--- config.mk ---
export PLATFORM = sky130hd
export DESIGN_NAME = div_unit
export DESIGN_NICKNAME = d
export VERILOG_FILES = /design/src/rtl/div_unit.sv
export SDC_FILE = /design/constraint.sdc
export NUM_CORES = 1
export LEC_CHECK = 0
export CORE_MARGIN = 2
export CORE_UTILIZATION = 55
export DETAILED_ROUTE_END_ITERATION = 7
export GPL_TIMING_DRIVEN = 0
export PLACE_DENSITY = 0.78
export SETUP_SLACK_MARGIN = 0.02
export SLEW_MARGIN = 20
export SYNTH_ARGS = -nofsm -noshare
export SYNTH_HDL_FRONTEND = slang
export SYNTH_SLANG_ARGS = --single-unit
export TNS_END_PERCENT = 20
--- constraint.sdc ---
create_clock -name clk -period 6.6 [get_ports clk]
set_input_delay 1.98 -clock clk [delete_from_list [all_inputs] [get_ports clk]]
set_output_delay 1.98 -clock clk [all_outputs]
set_load 0.02 [all_outputs]
--- src/rtl/div_unit.sv ---
// div_unit: iterative radix-2 restoring divider for MIPS DIV/DIVU in the EX stage.
// Produces one quotient bit per BUSY cycle and holds the pipeline with stallreq
// until the result is ready. result = {remainder (HI), quotient (LO)}.
//
// Ports:
//   clk         clock, rising edge
//   rst         synchronous active-high reset
//   start       EX holds a DIV/DIVU (held high while stalled)
//   signed_div  1 = DIV (two's complement), 0 = DIVU
//   opdata1     dividend (rs)
//   opdata2     divisor (rt)
//   annul       EX flush; abandons any operation in flight
//   result      {remainder, quotient}, held until the next completion
//   ready       one-cycle result-valid pulse
//   stallreq    EX stall request to the stall controller
//   dbz         divide-by-zero flag with ready (only with DIV_BYZERO_FLAG_EN)
//
// Build option: define DIV_BYZERO_FLAG_EN to add the dbz output.
module div_unit #(
  parameter int unsigned WIDTH = 32
) (
  input  logic               clk,
  input  logic               rst,
  input  logic               start,
  input  logic               signed_div,
  input  logic [WIDTH-1:0]   opdata1,
  input  logic [WIDTH-1:0]   opdata2,
  input  logic               annul,
  output logic [2*WIDTH-1:0] result,
  output logic               ready,
`ifdef DIV_BYZERO_FLAG_EN
  output logic               dbz,
`endif
  output logic               stallreq
);

  localparam int unsigned CntW = $clog2(WIDTH + 1);
  localparam logic [CntW-1:0] LastStep = CntW'(WIDTH - 1);

  typedef enum logic [1:0] {StIdle, StByZero, StBusy, StDone} state_e;

  state_e             state_q, state_d;
  logic [CntW-1:0]    count_q, count_d;
  logic [WIDTH-1:0]   dvd_q, dvd_d;   // dividend magnitude, shifted out MSB first
  logic [WIDTH-1:0]   dvs_q, dvs_d;   // divisor magnitude
  logic [WIDTH-1:0]   rem_q, rem_d;
  logic [WIDTH-1:0]   quot_q, quot_d;
  logic               neg_quot_q, neg_quot_d;
  logic               neg_rem_q, neg_rem_d;
  logic [2*WIDTH-1:0] result_q, result_d;
`ifdef DIV_BYZERO_FLAG_EN
  logic               dbz_q, dbz_d;
`endif

  // One restoring step. The partial remainder stays below 2^(WIDTH-1) until
  // the final shift, so dropping rem_q's MSB never loses information.
  logic [WIDTH-1:0] rem_shift, rem_step, quot_step;
  logic             qbit;

  always_comb begin
    rem_shift = {rem_q[WIDTH-2:0], dvd_q[WIDTH-1]};
    qbit      = (rem_shift >= dvs_q);
    rem_step  = qbit ? (rem_shift - dvs_q) : rem_shift;
    quot_step = {quot_q[WIDTH-2:0], qbit};
  end

  always_comb begin
    state_d    = state_q;
    count_d    = count_q;
    dvd_d      = dvd_q;
    dvs_d      = dvs_q;
    rem_d      = rem_q;
    quot_d     = quot_q;
    neg_quot_d = neg_quot_q;
    neg_rem_d  = neg_rem_q;
    result_d   = result_q;
`ifdef DIV_BYZERO_FLAG_EN
    dbz_d      = dbz_q;
`endif

    unique case (state_q)
      StIdle: begin
        if (start) begin
          // Magnitudes are latched; 0x80000000 maps to itself, which is the
          // correct unsigned magnitude 2^(WIDTH-1).
          dvd_d      = (signed_div && opdata1[WIDTH-1]) ? -opdata1 : opdata1;
          dvs_d      = (signed_div && opdata2[WIDTH-1]) ? -opdata2 : opdata2;
          neg_quot_d = signed_div & (opdata1[WIDTH-1] ^ opdata2[WIDTH-1]);
          neg_rem_d  = signed_div & opdata1[WIDTH-1];
          rem_d      = '0;
          quot_d     = '0;
          count_d    = '0;
          state_d    = (opdata2 == '0) ? StByZero : StBusy;
        end
      end
      StByZero: begin
        result_d = '0;
`ifdef DIV_BYZERO_FLAG_EN
        dbz_d    = 1'b1;
`endif
        state_d  = StDone;
      end
      StBusy: begin
        dvd_d   = {dvd_q[WIDTH-2:0], 1'b0};
        rem_d   = rem_step;
        quot_d  = quot_step;
        count_d = count_q + 1'b1;
        if (count_q == LastStep) begin
          // Sign fix lands on the same edge as the last step.
          result_d = {(neg_rem_q  ? -rem_step  : rem_step),
                      (neg_quot_q ? -quot_step : quot_step)};
`ifdef DIV_BYZERO_FLAG_EN
          dbz_d    = 1'b0;
`endif
          state_d  = StDone;
        end
      end
      StDone: begin
        state_d = StIdle;
      end
      default: begin
        state_d = StIdle;
      end
    endcase

    // A flush abandons the operation and leaves the visible result alone.
    if (annul) begin
      state_d  = StIdle;
      result_d = result_q;
`ifdef DIV_BYZERO_FLAG_EN
      dbz_d    = dbz_q;
`endif
    end
  end

  always_ff @(posedge clk) begin
    if (rst) begin
      state_q    <= StIdle;
      count_q    <= '0;
      dvd_q      <= '0;
      dvs_q      <= '0;
      rem_q      <= '0;
      quot_q     <= '0;
      neg_quot_q <= 1'b0;
      neg_rem_q  <= 1'b0;
      result_q   <= '0;
`ifdef DIV_BYZERO_FLAG_EN
      dbz_q      <= 1'b0;
`endif
    end else begin
      state_q    <= state_d;
      count_q    <= count_d;
      dvd_q      <= dvd_d;
      dvs_q      <= dvs_d;
      rem_q      <= rem_d;
      quot_q     <= quot_d;
      neg_quot_q <= neg_quot_d;
      neg_rem_q  <= neg_rem_d;
      result_q   <= result_d;
`ifdef DIV_BYZERO_FLAG_EN
      dbz_q      <= dbz_d;
`endif
    end
  end

  always_comb begin
    result   = result_q;
    ready    = (state_q == StDone) && !annul;
    stallreq = start & ~ready & ~annul;
`ifdef DIV_BYZERO_FLAG_EN
    dbz      = ready & dbz_q;
`endif
  end

endmodule
# After elaboration in Yosys (flattened, before gate mapping)
# Cells that the tools add are included.
# classes
n_addsub	6
order_cmp	1
eq_ne	6
muxes	18
bitwise	7
n_reduce_logical	13
# op_table
op	n
two-way mux 32 bit	6
negator 32 bit	4
one-hot mux 64 bit (2 select lines)	1
one-hot mux 31 bit (2 select lines)	2
two-way mux 64 bit	1
one-hot mux 32 bit (2 select lines)	1
>= comparator 32 bit	1
logical NOT 32 bit	1
subtractor 32 bit	1
two-way mux 31 bit	1
one-hot mux 6 bit (2 select lines)	1
one-hot mux 2 bit (4 select lines)	1
adder 6 x 1 -> 6 bit (second input constant)	1
equality test 6 x 5 -> 1 bit (second input constant)	1
two-way mux 2 bit	3
two-way mux 6 bit	1
AND reduction 2 bit	3
bitwise AND 1 bit	4
equality test 2 bit (second input constant)	2
!= test 2 bit (second input constant)	2
nonzero test 2 bit	2
logical AND 1 bit	3
AND reduction 3 bit	1
equality test 2 x 1 -> 1 bit (second input constant)	1
5 further kinds	6
# totals
regBits	200
elab_cells	60

# Depth between registers and ports, before layout
# Gate-level depths: netlist of run 1.
# logic_depth
word_depth	6
depth_mapped	24
mapped_depth_nobuf	20

# Worst setup path after synthesis of run 1
# No wires, ideal clock.
# synth_path
kind	flip-flop to flip-flop
from	register dvd_q[31]
to	register result_q[60] (netlist: result[60])
setup_time_ns	0.084
arrival_time_ns	5.364
slack_ns	1.152
path_stages_with_launch	24
n_path_buf	4
period_less_slack_ns	5.448
cell_sequence	dfxtp_1 -> inv_1 -> ha_1 -> fa_1 -> nand2b_1 -> a21o_4 -> a21oi_2 -> o31a_1 -> or3_4 -> buf_6 -> buf_2 -> buf_1 -> clkbuf_1 -> nand2_1 -> o21ai_0 -> ha_1 -> nand2_1 -> or4_4 -> or4b_4 -> a2111oi_4 -> nand4bb_1 -> nand3b_4 -> and3_4 -> o31ai_2
# synth_between
elab_chain_len	6
word_cells_on_any_way	7
cone_classes	add/sub: 2; order compare: 1; mux: 4
# synth_rtl
element	line_no	source
start, declared	44	logic [WIDTH-1:0] dvd_q, dvd_d;
start signal, assigned	153	dvd_q <= dvd_d;
subtractor 32 bit / >= comparator 32 bit (equally long branches)	63, 62	
two-way mux 32 bit *	63	rem_step = qbit ? (rem_shift - dvs_q) : rem_shift;
negator 32 bit	110	result_d = {(neg_rem_q ? -rem_step : rem_step),
two-way mux 32 bit *	110	
two-way mux 64 bit *	108	if (count_q == LastStep) begin
one-hot mux 64 bit (2 select lines) *	81	unique case (state_q)
end signal, assigned	159	result_q <= result_d;
end, declared	50	logic [2*WIDTH-1:0] result_q, result_d;
# Every way passes the cells marked *; elsewhere a longest branch is shown, timed or not. The select of a mux whose other input is x is not followed.
# A chain may end at the register's enable or synchronous reset.

# Worst setup path after layout of run 1
# layout_path
from	register dvs_q[9]
to	register result_q[60] (netlist: result[60])
# layout_between
elab_chain_len	6
word_cells_on_any_way	7
cone_classes	add/sub: 2; order compare: 1; mux: 4
# layout_rtl
element	line_no	source
start, declared	45	logic [WIDTH-1:0] dvs_q, dvs_d;
start signal, assigned	154	dvs_q <= dvs_d;
subtractor 32 bit / >= comparator 32 bit (equally long branches)	63, 62	
two-way mux 32 bit *	63	
negator 32 bit	110	
two-way mux 32 bit *	110	
two-way mux 64 bit *	108	
one-hot mux 64 bit (2 select lines) *	81	
# Marks and branches as above.

==> metrics.cfg, run 1 <==
[global_route]
antenna_found_initial = 0
grt_max_degree = 20
grtUsageTotal = 0.327
globalRouteOverflowTotal = 0
grt_pass1_vias = 12395
grt_first_pass_wirelength_um = 64000

[cts]
max-clock-path-buffers = 2
cts.clk_slew.worst_paths_ps = 80
cts_buffers = 17
post_cts_buffers = 0
h-tree-depth = 4
cts_tree = done
clock_sinks = 200
cts-root-buf = clkbuf_16
insertion_delay_ps = 450

[outcome]
outcome = complete, no violations

[final_layout]
drive_gt1_frac = 0.0504
design_area_um2 = 15300
finish.utilization = 0.656
area_growth_pct = 18.0
final_cell_mix = nand2_1 (227), nor2_1 (222), dfxtp_1 (200)
fin_nets = 1983
nFillCells = 2077
antennaDiodeCount = 0
final_cell_count_no_fill = 2204
final_common_cell = nand2_1

[yosys]
synth_top_flop_cell = dfxtp_1
synth_warnings = 0
synth.top_cell.area_share = 0.310
ys_ff_latch = 200
netlist_area_um2 = 12900
synth_area_leaders = dfxtp_1 (31%), nand2_1 (6.6%), nor2_1 (6.4%)
yosysTopAreaCell = dfxtp_1
async_reset_ff_frac = 0
synthCells = 1721
syn_nets = 1831
synth_edf_count = 0
synth_seq_area_share = 0.310
avgSynthCellArea_um2 = 7.51
synth_cell_types = 94

[setup_path]
regToRegEndpoint = result[60]
path_class = flop to flop
end_kind = flop
crit_required_ps = 6950
crit_arrival_ps = 6630
r2r_slack_ps = 330
critical_path.max_fanout = 19
setup.worst_path.start_class = flop
crit_path_end = result[60]
crit_path_start = dvs_q[9]
r2r_start = dvs_q[9]
r2r_cells = 22

[floorplanning]
die_w_um = 157
die_y_um = 157
io_pins = 135
die_area_um2 = 24800
core_region_area_um2 = 23300
fp-row-count = 56
start_util = 0.556

[hold_path]
min_path_type = flop to flop
min_path_cells = 2

[placed_design]
place_ws_ps = -346
io_buffers = 134
place_area_um2 = 14700
numPlacedInstances = 2174
dp_hpwl_um = 31700
place_congestion = 0.985

[timing]
fin_worst_skew_ps = 18.7
worst_slew_pin_slew_ps = 1070
finalSetupTns_ps = 0
hold_viol = 0
setup_viol = 0
slew_headroom = 0.279
grt_setup_unrepaired = false
slew_violations = 0
period_minus_slack_ps = 6270
period_share = 0.950
fmax_ghz = 0.159
fin_ws_ps = 329

[drt]
first_pass_iters = 6
via_count = 13492
vias_per_cell = 6.12
drt_iter0_markers = 1139
routed_wl_um = 40900
routedWlPerCell_um = 18.5
postRouteAntennaNets = 0
route.detailed.drc = 0

[pwr]
power_density_nw_per_um2 = 195
ir_drop_v = 0.000183
p_leak_nw = 5.71

[job]
maxCapViolCount = 0

## critical path, stage by stage (launching register included)
cell       delay (ps)
dfxtp_1           330
inv_1              80
ha_1              310
buf_2             200
and3_1            260
nand4_1           170
nor4_1            380
o31a_1            290
or3_4             170
buf_6             130
buf_2             450
clkbuf_2          460
nand2_1           100
o21ai_0           170
ha_1              260
nand2_1           110
or4_4             460
or4b_4            550
a2111oi_4         490
nand4bb_1         230
nand3b_4          200
and3_4            200
o31ai_2           190
## cell type report
type | count | area [um2] | area share
clock buffer | 18 | 439 | 0.0288
timing repair buffer | 134 | 1340 | 0.0879
multi-input combinational | 1354 | 8250 | 0.541
inverter | 58 | 218 | 0.0143
buffer | 108 | 467 | 0.0306
tap | 319 | 399 | 0.0262
sequential | 200 | 4000 | 0.262
clock inverter | 13 | 140 | 0.00919
## cells in the mapped netlist (11+ instances only)
cell and instances:
o31ai_1 23, clkbuf_1 79, a211oi_1 39, nor2_1 222
nor3_1 28, dfxtp_1 200, nand2_1 227, mux2i_1 21
xnor2_1 63, nand2b_1 12, a21oi_1 135, buf_2 11
a22oi_1 75, nand4_1 13, nor4_1 21, a21o_1 13
xor2_1 66, and2_1 12, nand3_1 30, or3_1 29
ha_1 40, inv_1 58, o21ai_0 108, or4_1 16
o211ai_1 14
## state kept, by name, indices dropped and copies added (netlist names)
signal and count:
rem_q 31, neg_quot_q 1, neg_rem_q 1, quot_q 31
result 64, dvs_q 32, count_q 6, dvd_q 32
state_q 2
## timing repair
| action | CTS | global route |
|---|---|---|
| endpoints found under the setup margin | 7 | 1 |
| hold buffers | 0 | 0 |
| gates resized for setup | 1 | 2 |
| pin swaps | 0 | 0 |
## cells by family (layout without fill, tap and decap cells)
| group | after synthesis | in the layout | share of synthesized area |
|---|---|---|---|
| compound gates | 495 | 495 | 0.251 |
| xor+xnor | 129 | 129 | 0.0874 |
| fa+ha+maj | 41 | 41 | 0.0403 |
| buf+inv | 167 | 331 | 0.0530 |
| flops | 200 | 200 | 0.310 |
| mux | 26 | 26 | 0.0209 |
| simple gates | 663 | 663 | 0.238 |
## per-stage QoR
| step | power (W) | hold WS (ps) |
|---|---|---|
| 6_report | 0.00297 | 452 |
| 5_1_grt | 0.00309 | 468 |
| 4_1_cts | 0.00296 | 454 |
| 3_5_place_dp | 0.00194 | 441 |
| 3_3_place_gp | 0.00192 | 435 |
| 2_1_floorplan | 0.00172 | 432 |
## power breakdown
part,switching [W],internal (W),leakage (nW)
clock,0.000503,0.000541,0.276
sequential,0.0000232,0.00125,1.62
combinational,0.000432,0.000226,3.81
total,0.000958,0.00201,5.71
## metal layers
metal,GRT usage,up-vias,routed length (um)
met2,0.542,599,18900
met3,0.0608,110,3300
met1,0.421,6334,17100
met5,0,-,0
li1,-,6449,-
met4,0.128,0,1550
## worst min path at each step
| stage | slack [ps] | end | startpoint |
|---|---|---|---|
| detailed placement | 440 | result[50] | result[50] |
| finish | 450 | result[53] | result[53] |
| global route | 470 | dvd_q[10] | dvd_q[10] |
| CTS | 450 | dvd_q[12] | dvd_q[12] |
| global placement | 430 | result[52] | result[52] |
| floorplan | 430 | dvs_q[18] | dvs_q[18] |
(Power assumes the default switching activity.)
==> run 2: changes to the inputs <==
- MAX_ROUTING_LAYER: not set -> met4
- PLACE_DENSITY: 0.78 -> 0.85
- REMOVE_ABC_BUFFERS: not set -> 1
==> run 2 against run 1 <==
Effect of this change: hold slack lost 3.9 ps; first-iteration DRC count decreased by 18%; routed wire length shrank 14%; utilization down 0.91 points; combinational power is 4.9% lower; clock power about the same.
==> metrics.cfg, run 2 (same netlist as run 1, synthesis figures left out) <==
[pwr]
p_leak_nw = 5.62  ; -1.5%
power_density_nw_per_um2 = 197  ; +1.1%
power_w = 0.00296  ; -0.34%
ir_drop_v = 0.000210  ; +15%

[cts]
cts-root-buf = clkbuf_16
post_cts_buffers = 0  ; unchanged
insertion_delay_ps = 440  ; about the same
cts.clk_slew.worst_paths_ps = 80  ; about the same
cts_tree = done
h-tree-depth = 4  ; unchanged
max-clock-path-buffers = 2  ; unchanged
ctsHoldBuffers = 0  ; unchanged
cts_resized = 0  ; -1
clock_sinks = 200  ; unchanged
cts_buffers = 17  ; unchanged

[placed_design]
dp_hpwl_um = 25800  ; -18%
io_buffers = 134  ; unchanged
place_ws_ps = 794  ; +1140 ps
place_congestion = 0.963  ; -2.3%

[job]
maxCapViolCount = 0  ; unchanged

[global_route]
globalRouteOverflowTotal = 0  ; unchanged
grtUsageTotal = 0.292  ; -0.0354
antenna_found_initial = 0  ; unchanged
grt_first_pass_wirelength_um = 57300  ; -11%
grt_pass1_vias = 11849  ; -4.4%
grt_max_degree = 93  ; +370%

[drt]
drt_iter0_markers = 934  ; -18%
first_pass_iters = 6  ; unchanged
via_count = 12772  ; -5.3%
route.detailed.drc = 0  ; unchanged
routed_wl_um = 35000  ; -14%
postRouteAntennaNets = 0  ; unchanged
routedWlPerCell_um = 16.6  ; -10%
vias_per_cell = 6.06  ; -0.98%

[setup_path]
setup.worst_path.start_class = flop
critical_path.max_fanout = 56  ; +37
crit_arrival_ps = 6120  ; -510 ps
crit_required_ps = 6950  ; about the same
end_kind = flop
path_class = flop to flop

[final_layout]
final_common_cell = nand2_1
area_growth_pct = 16.3
nFillCells = 2062  ; -0.72%
largest_register_ffs = 64  ; unchanged
drive_gt1_frac = 0.0526  ; +0.00217
final_cell_mix = nand2_1 (227), nor2_1 (220), dfxtp_1 (200)
fin_nets = 1885  ; -4.9%
finish.utilization = 0.647  ; -0.00909
antennaDiodeCount = 0  ; unchanged

[outcome]
outcome = complete, no violations

[timing]
setup_viol = 0  ; unchanged
grt_setup_unrepaired = false
period_minus_slack_ps = 5760  ; -508 ps
worst_slew_pin_slew_ps = 1110  ; +45.4 ps
hold_viol = 0  ; unchanged
fin_worst_skew_ps = 12.9  ; -5.81 ps
slew_headroom = 0.257  ; -0.0222
fmax_ghz = 0.174  ; +8.8%
fin_ws_ps = 837  ; +508 ps
slew_violations = 0  ; unchanged
period_share = 0.873  ; -0.0769

[floorplanning]
io_pins = 135  ; unchanged
fp-row-count = 56  ; unchanged
core_region_area_um2 = 23300  ; unchanged
die_w_um = 157  ; unchanged
start_util = 0.556  ; unchanged
die_y_um = 157  ; unchanged
die_area_um2 = 24800  ; unchanged

[hold_path]
min_path_type = flop to flop

==> run 2: changes by cell type in the layout (fill, tap and decap cells not counted), moves of 3 or more <==
cell,before,now
clkbuf_2,3,0
buf_16,0,3
buf_12,0,3
buf_2,11,0
clkinv_8,1,4
clkbuf_1,77,0
buf_1,9,0
==> run 2: cell type report <==
| class | instances | area, um2 | share of cell area |
|---|---|---|---|
| clock buffer | 17 | 425 | 0.0283 |
| inverter | 58 | 218 | 0.0145 |
| multi-input combinational | 1354 | 8280 | 0.551 |
| clock inverter | 15 | 175 | 0.0116 |
| timing repair buffer | 144 | 1540 | 0.102 |
| tap | 319 | 399 | 0.0265 |
| sequential | 200 | 4000 | 0.266 |
==> run 2: final timing paths <==
path                   start          to  slack (ps)  depth (start not counted)
hold / removal    result[62]  result[62]         450                          2
setup / recovery   rem_q[22]  result[60]         840                         17
hold reg to reg   result[62]  result[62]         450                          2
setup reg to reg   rem_q[22]  result[60]         840                         17
==> run 2: stage by stage <==
step	setup TNS, ps	area, um2	hold slack (ps)	cells
after detailed placement	0	14400	442	2075
after global placement	-497040	14200	437	2065
after floorplan	-27810	12500	426	1612
after global routing	0	15000	476	2107
after CTS	0	15000	453	2107
final	0	15000	448	2107
==> run 2: metal layers <==
layer / vias up / GRT usage / share of wire
met3: 101 / 0.0460 / 0.059
met1: 5975 / 0.354 / 0.42
met4: 0 / 0.111 / 0.034
li1: 6251 / - / -
met5: - / - / 0
met2: 445 / 0.488 / 0.48
==> run 2: worst max-delay path: stages, from the launching register on <==
cell       delay [ps]
dfxtp_1           380
ha_1              540
nand2_1           230
or4_1             550
nor2_1            110
o31a_1            200
or3_4             610
a21oi_1           260
inv_1             110
ha_1              200
nand2_1           100
or4_4             450
or4b_4            560
a2111oi_4         530
nand4bb_1         220
nand3b_4          200
and3_4            200
o31ai_2           200
==> run 2: power by group <==
part           switching (W)  leakage, nW  internal, W
combinational       0.000391         3.71     0.000234
sequential         0.0000258         1.62      0.00125
clock               0.000550        0.289     0.000515
total               0.000967         5.62      0.00200
